==> config.mk <==
export PLATFORM = sky130hd
export DESIGN_NAME = fuel_pump_guard
export DESIGN_NICKNAME = d
export VERILOG_FILES = /design/src/rtl/fuel_pump_guard.sv
export SDC_FILE = /design/constraint.sdc
export NUM_CORES = 1
export LEC_CHECK = 0
export CAP_MARGIN = 40
export CORE_UTILIZATION = 45
export DETAILED_ROUTE_END_ITERATION = 16
export GPL_ROUTABILITY_DRIVEN = 0
export HOLD_SLACK_MARGIN = 0.05
export PLACE_DENSITY = 0.68
export SLEW_MARGIN = 20
export SYNTH_ARGS = -nofsm -noshare
export SYNTH_HDL_FRONTEND = slang
export SYNTH_SLANG_ARGS = --single-unit
==> constraint.sdc <==
create_clock -name clock -period 1.75 [get_ports clock]
set_clock_uncertainty 0.15 [all_clocks]
set_input_delay 0.35 -clock clock [delete_from_list [all_inputs] [get_ports clock]]
set_output_delay 0.35 -clock clock [all_outputs]
set_load 0.01 [all_outputs]
==> src/rtl/fuel_pump_guard.sv <==
// Anti-theft fuel pump interlock: ignition, hidden switch, then brake within a window.
// Repeated failed attempts force a timed lockout during which all inputs are ignored.
module fuel_pump_guard #(
  parameter int WINDOW_CYCLES  = 8,
  parameter int MAX_ATTEMPTS   = 3,
  parameter int LOCKOUT_CYCLES = 50
) (
  input  logic                              clock,
  input  logic                              reset,
  input  logic                              brake,
  input  logic                              hidden_sw,
  input  logic                              ignition,
  output logic                              fuel_pump,
  output logic                              lockout,
  output logic [$clog2(MAX_ATTEMPTS+1)-1:0] fail_cnt
);

  localparam int MAXC = (WINDOW_CYCLES > LOCKOUT_CYCLES) ?
                        WINDOW_CYCLES : LOCKOUT_CYCLES;
  localparam int TW = $clog2(MAXC + 1);
  localparam int FW = $clog2(MAX_ATTEMPTS + 1);

  localparam logic [TW-1:0] WIN    = TW'(WINDOW_CYCLES);
  localparam logic [TW-1:0] LOCK_T = TW'(LOCKOUT_CYCLES);
  localparam logic [TW-1:0] ONE_T  = TW'(1);
  localparam logic [FW-1:0] MAXF   = FW'(MAX_ATTEMPTS);
  localparam logic [FW-1:0] LAST   = FW'(MAX_ATTEMPTS - 1);

  typedef enum logic [2:0] {
    IDLE     = 3'd0,
    WAIT_SW  = 3'd1,
    WAIT_BRK = 3'd2,
    PUMP_ON  = 3'd3,
    LOCKOUT  = 3'd4
  } state_t;

  state_t        state;
  state_t        state_n;
  logic [TW-1:0] timer;
  logic [TW-1:0] timer_n;
  logic [FW-1:0] fail_n;
  logic          brake_q;
  logic          brk_edge;
  logic          fail_hit;

  assign brk_edge = brake & ~brake_q;

  always_ff @(posedge clock or posedge reset) begin
    if (reset) begin
      state    <= IDLE;
      timer    <= '0;
      fail_cnt <= '0;
      brake_q  <= 1'b0;
    end else begin
      state    <= state_n;
      timer    <= timer_n;
      fail_cnt <= fail_n;
      brake_q  <= brake;
    end
  end

  always_comb begin
    state_n  = state;
    timer_n  = timer;
    fail_n   = fail_cnt;
    fail_hit = 1'b0;
    case (state)
      IDLE: begin
        if (ignition) state_n = WAIT_SW;
      end
      WAIT_SW: begin
        if (!ignition) begin
          state_n = IDLE;
        end else if (hidden_sw) begin
          // a brake edge arriving with the switch is swallowed here
          state_n = WAIT_BRK;
          timer_n = WIN;
        end else if (brk_edge) begin
          fail_hit = 1'b1;
        end
      end
      WAIT_BRK: begin
        if (!ignition) begin
          state_n = IDLE;
        end else if (brk_edge) begin
          state_n = PUMP_ON;
          fail_n  = '0;
        end else if (timer == ONE_T) begin
          fail_hit = 1'b1;
        end else begin
          timer_n = timer - 1'b1;
        end
      end
      PUMP_ON: begin
        if (!ignition) state_n = IDLE;
      end
      LOCKOUT: begin
        if (timer == ONE_T) begin
          state_n = IDLE;
          fail_n  = '0;
        end else begin
          timer_n = timer - 1'b1;
        end
      end
      default: begin
        state_n = IDLE;
      end
    endcase
    if (fail_hit) begin
      if (fail_cnt == LAST) begin
        state_n = LOCKOUT;
        timer_n = LOCK_T;
        fail_n  = MAXF;
      end else begin
        state_n = WAIT_SW;
        fail_n  = fail_cnt + 1'b1;
      end
    end
  end

  always_comb begin
    fuel_pump = (state == PUMP_ON);
    lockout   = (state == LOCKOUT);
  end

endmodule
* Yosys cells after proc, flatten, opt, wreduce, memory -nomap -nowiden
Index checks and enable logic that the tools add are counted.
Storage, ports and cells: register bits after elaboration 12, output and inout bits 4, logic and storage cells 56
Cells by class: equal/unequal tests 13, add/sub/neg operators 2, reduce and logical (&&, ||, !) cells 4, mux-type cells 31, bitwise gates (word level) 2
Operators by type and width (count):
- 6-bit 2-to-1 mux | 7
- 3-bit 2-to-1 mux | 9
- 6-bit case mux with 3 select lines | 1
- 3-bit case mux with 5 select lines | 1
- 2-bit 2-to-1 mux | 5
- 3-bit inequality test, second input constant | 3
- 4-bit inequality test, second input constant | 2
- 3-bit by 2-bit == test with 1-bit output, second input constant | 2
- 6-bit by 1-bit == test with 1-bit output, second input constant | 1
- 1-bit 2-to-1 mux | 6
- 6-bit by 1-bit subtractor with 6-bit output, second input constant | 1
- 5-bit AND reduction | 1
- 2-bit case mux with 2 select lines | 1
- 4-bit AND reduction | 1
- 3-bit by 1-bit == test with 1-bit output, second input constant | 1
- 3-bit == test, second input constant | 1
- 3-bit logical NOT | 1
- 3-bit by 1-bit inequality test with 1-bit output, second input constant | 1
- 3-bit by 2-bit inequality test with 1-bit output, second input constant | 1
- 3-bit nonzero test | 1
- 2-bit by 1-bit adder with 2-bit output, second input constant | 1
- 2-bit == test, second input constant | 1
- 1-bit case mux with 2 select lines | 1
- 1-bit bitwise AND | 1
- 1-bit inverter | 1

* Logic depth before layout (Yosys ltp)
depth after elaboration 8, depth in mapped cells 7, depth with buffers taken out 7

* Worst setup path after synthesis
OpenSTA, ideal clock, no wires.
path type register -> register, from register state[1], to register state[1], stages on the path, launching flop included 5, path buffers 1, setup slack 0.003 ns, data arrival time 1.472 ns, data required time 1.475 ns, setup time 0.125 ns, cell sequence dfrtp_1 > buf_2 > or4_1 > o211ai_2 > mux2_2
Between the ends: longest elaborated chain between the ends 4, elaborated cells between the ends (all ways) 14, classes of those cells eq/ne (9); mux (3); reduce/logical (2)
Ends and longest elaborated chain:
- start, declared | RTL line 37 | state_t state;
- start signal, assigned | RTL line 55 | state <= state_n;
- 3-bit by 2-bit == test with 1-bit output / 3-bit by 1-bit == test with 1-bit output (equally long branches) | RTL line 67 | case (state)
- 1-bit case mux with 2 select lines | RTL line 67
- 4-bit inequality test (no source line) (tied with other cells)
- 5-bit AND reduction (no source line)
Several ways; a longest one is shown, not always the timed one. A chain may end at the register's enable or synchronous reset.

* Worst setup path in the final report
from register state[1], to register timer[0]
Between the ends: longest elaborated chain between the ends 4, elaborated cells between the ends (all ways) 7, classes of those cells eq/ne (3); mux (4)
Ends and longest elaborated chain:
- 3-bit == test (tied with other cells) | RTL line 67
- 6-bit case mux with 3 select lines | RTL line 67
- 6-bit 2-to-1 mux | RTL line 110 | if (fail_cnt == LAST) begin
- 6-bit 2-to-1 mux (*) | RTL line 109 | if (fail_hit) begin
- named net timer_n[0] | RTL line 40 | logic [TW-1:0] timer_n;
- end signal, assigned | RTL line 56 | timer <= timer_n;
- end, declared | RTL line 39 | logic [TW-1:0] timer;
The timed path passes the listed nets; every way through them passes the cells marked *.

==> impl_metrics.yaml <==
run_status:
  status: "finished with violations"
  violations: "setup timing"
synthesis:
  yosysMostFrequentCell: "dfrtp_1"
  yosysWarnings: 0
  synth-compound-area-share_pct: 26.2
  synth_nets: 107
  avgSynthCellArea_um2: 9.39
  synth_seq_cells: 12
  ys_seq_area_share_pct: 32.3
  muxShareOfSynthArea_pct: 1.21
  synth_area_leaders: "dfrtp_1, ha_1, nor2b_1"
  synth_commonest_cells: "dfrtp_1, nor2_1, nand2_1, o21ai_0"
  synthSimpleGateAreaFrac_pct: 28.7
  synth_xor_area_share_pct: 2.83
  synth_top_area_share_pct: 32.3
  synth_ff_type: "dfrtp_1"
  synth_area_leader_cell: "dfrtp_1"
  synth_top_family_by_area: "simple AND/OR/NAND/NOR gates"
  postSynthCellCount: 99
  synthAdderAreaFrac_pct: 4.04
  synth_edf_count: 0
  ys_types: 46
  syn_area_um2: 930
  async_reset_ff_share_pct: 100
clock_tree:
  htreeDepth: 1
  cts_tree: "done"
  clkSinkCount: 12
  clkTransAtPathRegs_ps: 90
  clock-root-buffer: "clkbuf_4"
  clk_path_buf_depth: 2
  clk_latency_ps: 290
  ctsHoldBuffers: 0
  cts_buffers: 3
power_and_ir_drop:
  vdd_ir_drop_max_v: 0.00108
  leakage_nw: 0.633
  powerDensity_nw_per_um2: 1520
worst_setup_path:
  max_stage_delay_ps: 450
  path_class: "register to register"
  start_kind: "register"
  end_kind: "register"
  cp_max_fo: 7
  setup.worst_path.start: "state[1]$_DFFE_PP0P_"
  crit_required_ps: 1780
  arrival_ps: 1900
  rr_startpoint: "state[1]$_DFFE_PP0P_"
  path_cells: "buf_6 > nor3b_4 > or3_4 > o31ai_4 > buf_4 > nand3_4 > nor3b_4"
  cp_slowest_cell: "dfrtp_2"
  crit_top_cell: "nor3b_4"
worst_hold_path:
  hold_path_class: "primary input to async pin"
routing:
  post-route-drc-count: 0
  wl_met2_um: 1410
  avgRoutedWirePerCell_um: 16.6
  initialDrtViolationCount: 20
  postRouteAntennaNets: 0
  vias: 957
  firstDrtPassIters: 4
  viasPerCell: 5.73
  wl_met3_um: 76
  wl_met1_um: 1230
  drt_wl_total_um: 2770
  top_layer: "met4"
global_routing:
  antenna_found_initial: 0
  grt_pass1_wl_um: 4090
  track_usage_pct: 26.8
  grt_max_degree: 13
  grt_overflow_total: 0
  first_global_vias: 915
die:
  die_w_um: 47.5
  start_util_pct: 47.9
  die-area_um2: 2250
  core_um2: 1940
  fp-row-count: 16
  die_h_um: 47.5
  ios: 9
sta:
  setup-violations-final: 11
  worst_slack_ps: -124
  fmax_mhz: 534
  maxSlewViolCount: 0
  worst_hold_slack_ps: 222
  fin_crit_sh_pct: 107
  worst_pin_slew_ps: 505
  min_period_ps: 1870
  relSlewSlack_pct: 66.3
  rsz0062_at_grt: "yes"
  finalHoldViolCount: 0
layout:
  drive_gt1_share_pct: 54.3
  areaGrowthSynthToFinish_pct: 59.1
  fin_nets: 149
  fill_cells: 137
  diodes: 0
placed_design:
  portBuffers: 8
  dp_slack_ps: -485
  hpwl_um: 1790
job:
  maxCapViolations: 0
worst max-delay path, delay by kind of cell, from the launching register on:
| kind | cells | cell delay (ps) |
|---|---|---|
| buffers and inverters | 2 | 280 |
| AOI/OAI and AO/OA | 1 | 70 |
| and+or+nand+nor | 4 | 820 |
| DFF | 1 | 450 |
flip-flops by register name (all words and copies together), names as in the netlist:
signal / count
brake_q: 1
fail_cnt: 2
state: 3
timer: 6
stage by stage:
step	TNS (ps)	total power, W	utilization [%]	cell area [µm²]	cells
final	-723	0.00224	76.2	1480	167
after global routing	-1380	0.00236	76.2	1480	167
after CTS	-457	0.00193	67.7	1320	164
after detailed placement	-4010	0.00160	62.9	1220	157
after global placement	-3440	0.00156	62.9	1220	157
after floorplan	0	0.00117	-	930	99
worst paths after layout:
kind,endpoint,slack [ps],depth (start not counted)
max,timer[0]$_DFF_PP0_,-120,7
min,timer[0]$_DFF_PP0_,220,2
max reg2reg,timer[0]$_DFF_PP0_,-120,7
min reg2reg,timer[5]$_DFF_PP0_,370,1
max in group asynchronous,state[2]$_DFFE_PP0P_,850,2
min in group clock,timer[5]$_DFF_PP0_,370,1
where the power goes:
group	total, W	switching (W)	leakage, nW	internal, W
Sequential	0.000529	0.000146	0.151	0.000383
Combinational	0.00147	0.000669	0.461	0.000801
Clock	0.000242	0.000115	0.0210	0.000127
layer usage:
layer / up-vias / global-route usage [%]
li1: 450 / -
met1: 476 / 35.9
met2: 25 / 42.5
met3: 6 / 3.40
met4: 0 / 13.7
met5: - / 0
timing repair:
action                                 4_1_cts  5_1_grt
setup buffers                                3        3
setup endpoints to repair                   13       13
gates resized for setup                     20       29
pin swaps                                    7       13
endpoints found under the hold margin        0        0
cells in the final DEF (no fill, tap or decap), types with 2 or more instances in the layout:
master           count
a31oi_2              2
and2_1               2
buf_2                2
buf_4               32
clkbuf_4             3
clkdlybuf4s50_1      4
dfrtp_1              9
dfrtp_2              3
ha_1                 2
inv_1                4
nand2_1              6
nand2b_4             3
nand3_1              2
nand3b_1             2
nor2_1               6
nor2b_2              3
nor3b_4              2
o211ai_1             4
o21ai_0              4
o21ai_1              2
cell families (layout without fill, tap and decap cells):
| kind of cell | count (synthesis) | in the layout |
|---|---|---|
| AND/OR/NAND/NOR | 41 | 41 |
| AO/OA/AOI/OAI | 30 | 30 |
| flip-flops | 12 | 12 |
| buffers and inverters | 9 | 50 |
| adder cells (fa/ha/maj) | 3 | 3 |
| XOR/XNOR | 3 | 3 |
| multiplexers | 1 | 1 |
layout make-up:
type / count / area, µm² / area share [%]
Tap cell: 27 / 33.8 / 2.28
Sequential cell: 12 / 304 / 20.6
Timing Repair Buffer: 41 / 323 / 21.8
Inverter: 5 / 18.8 / 1.27
Clock buffer: 4 / 36.3 / 2.45
Multi-Input combinational cell: 78 / 763 / 51.6
No activity file was read; power rests on OpenSTA's default activity.
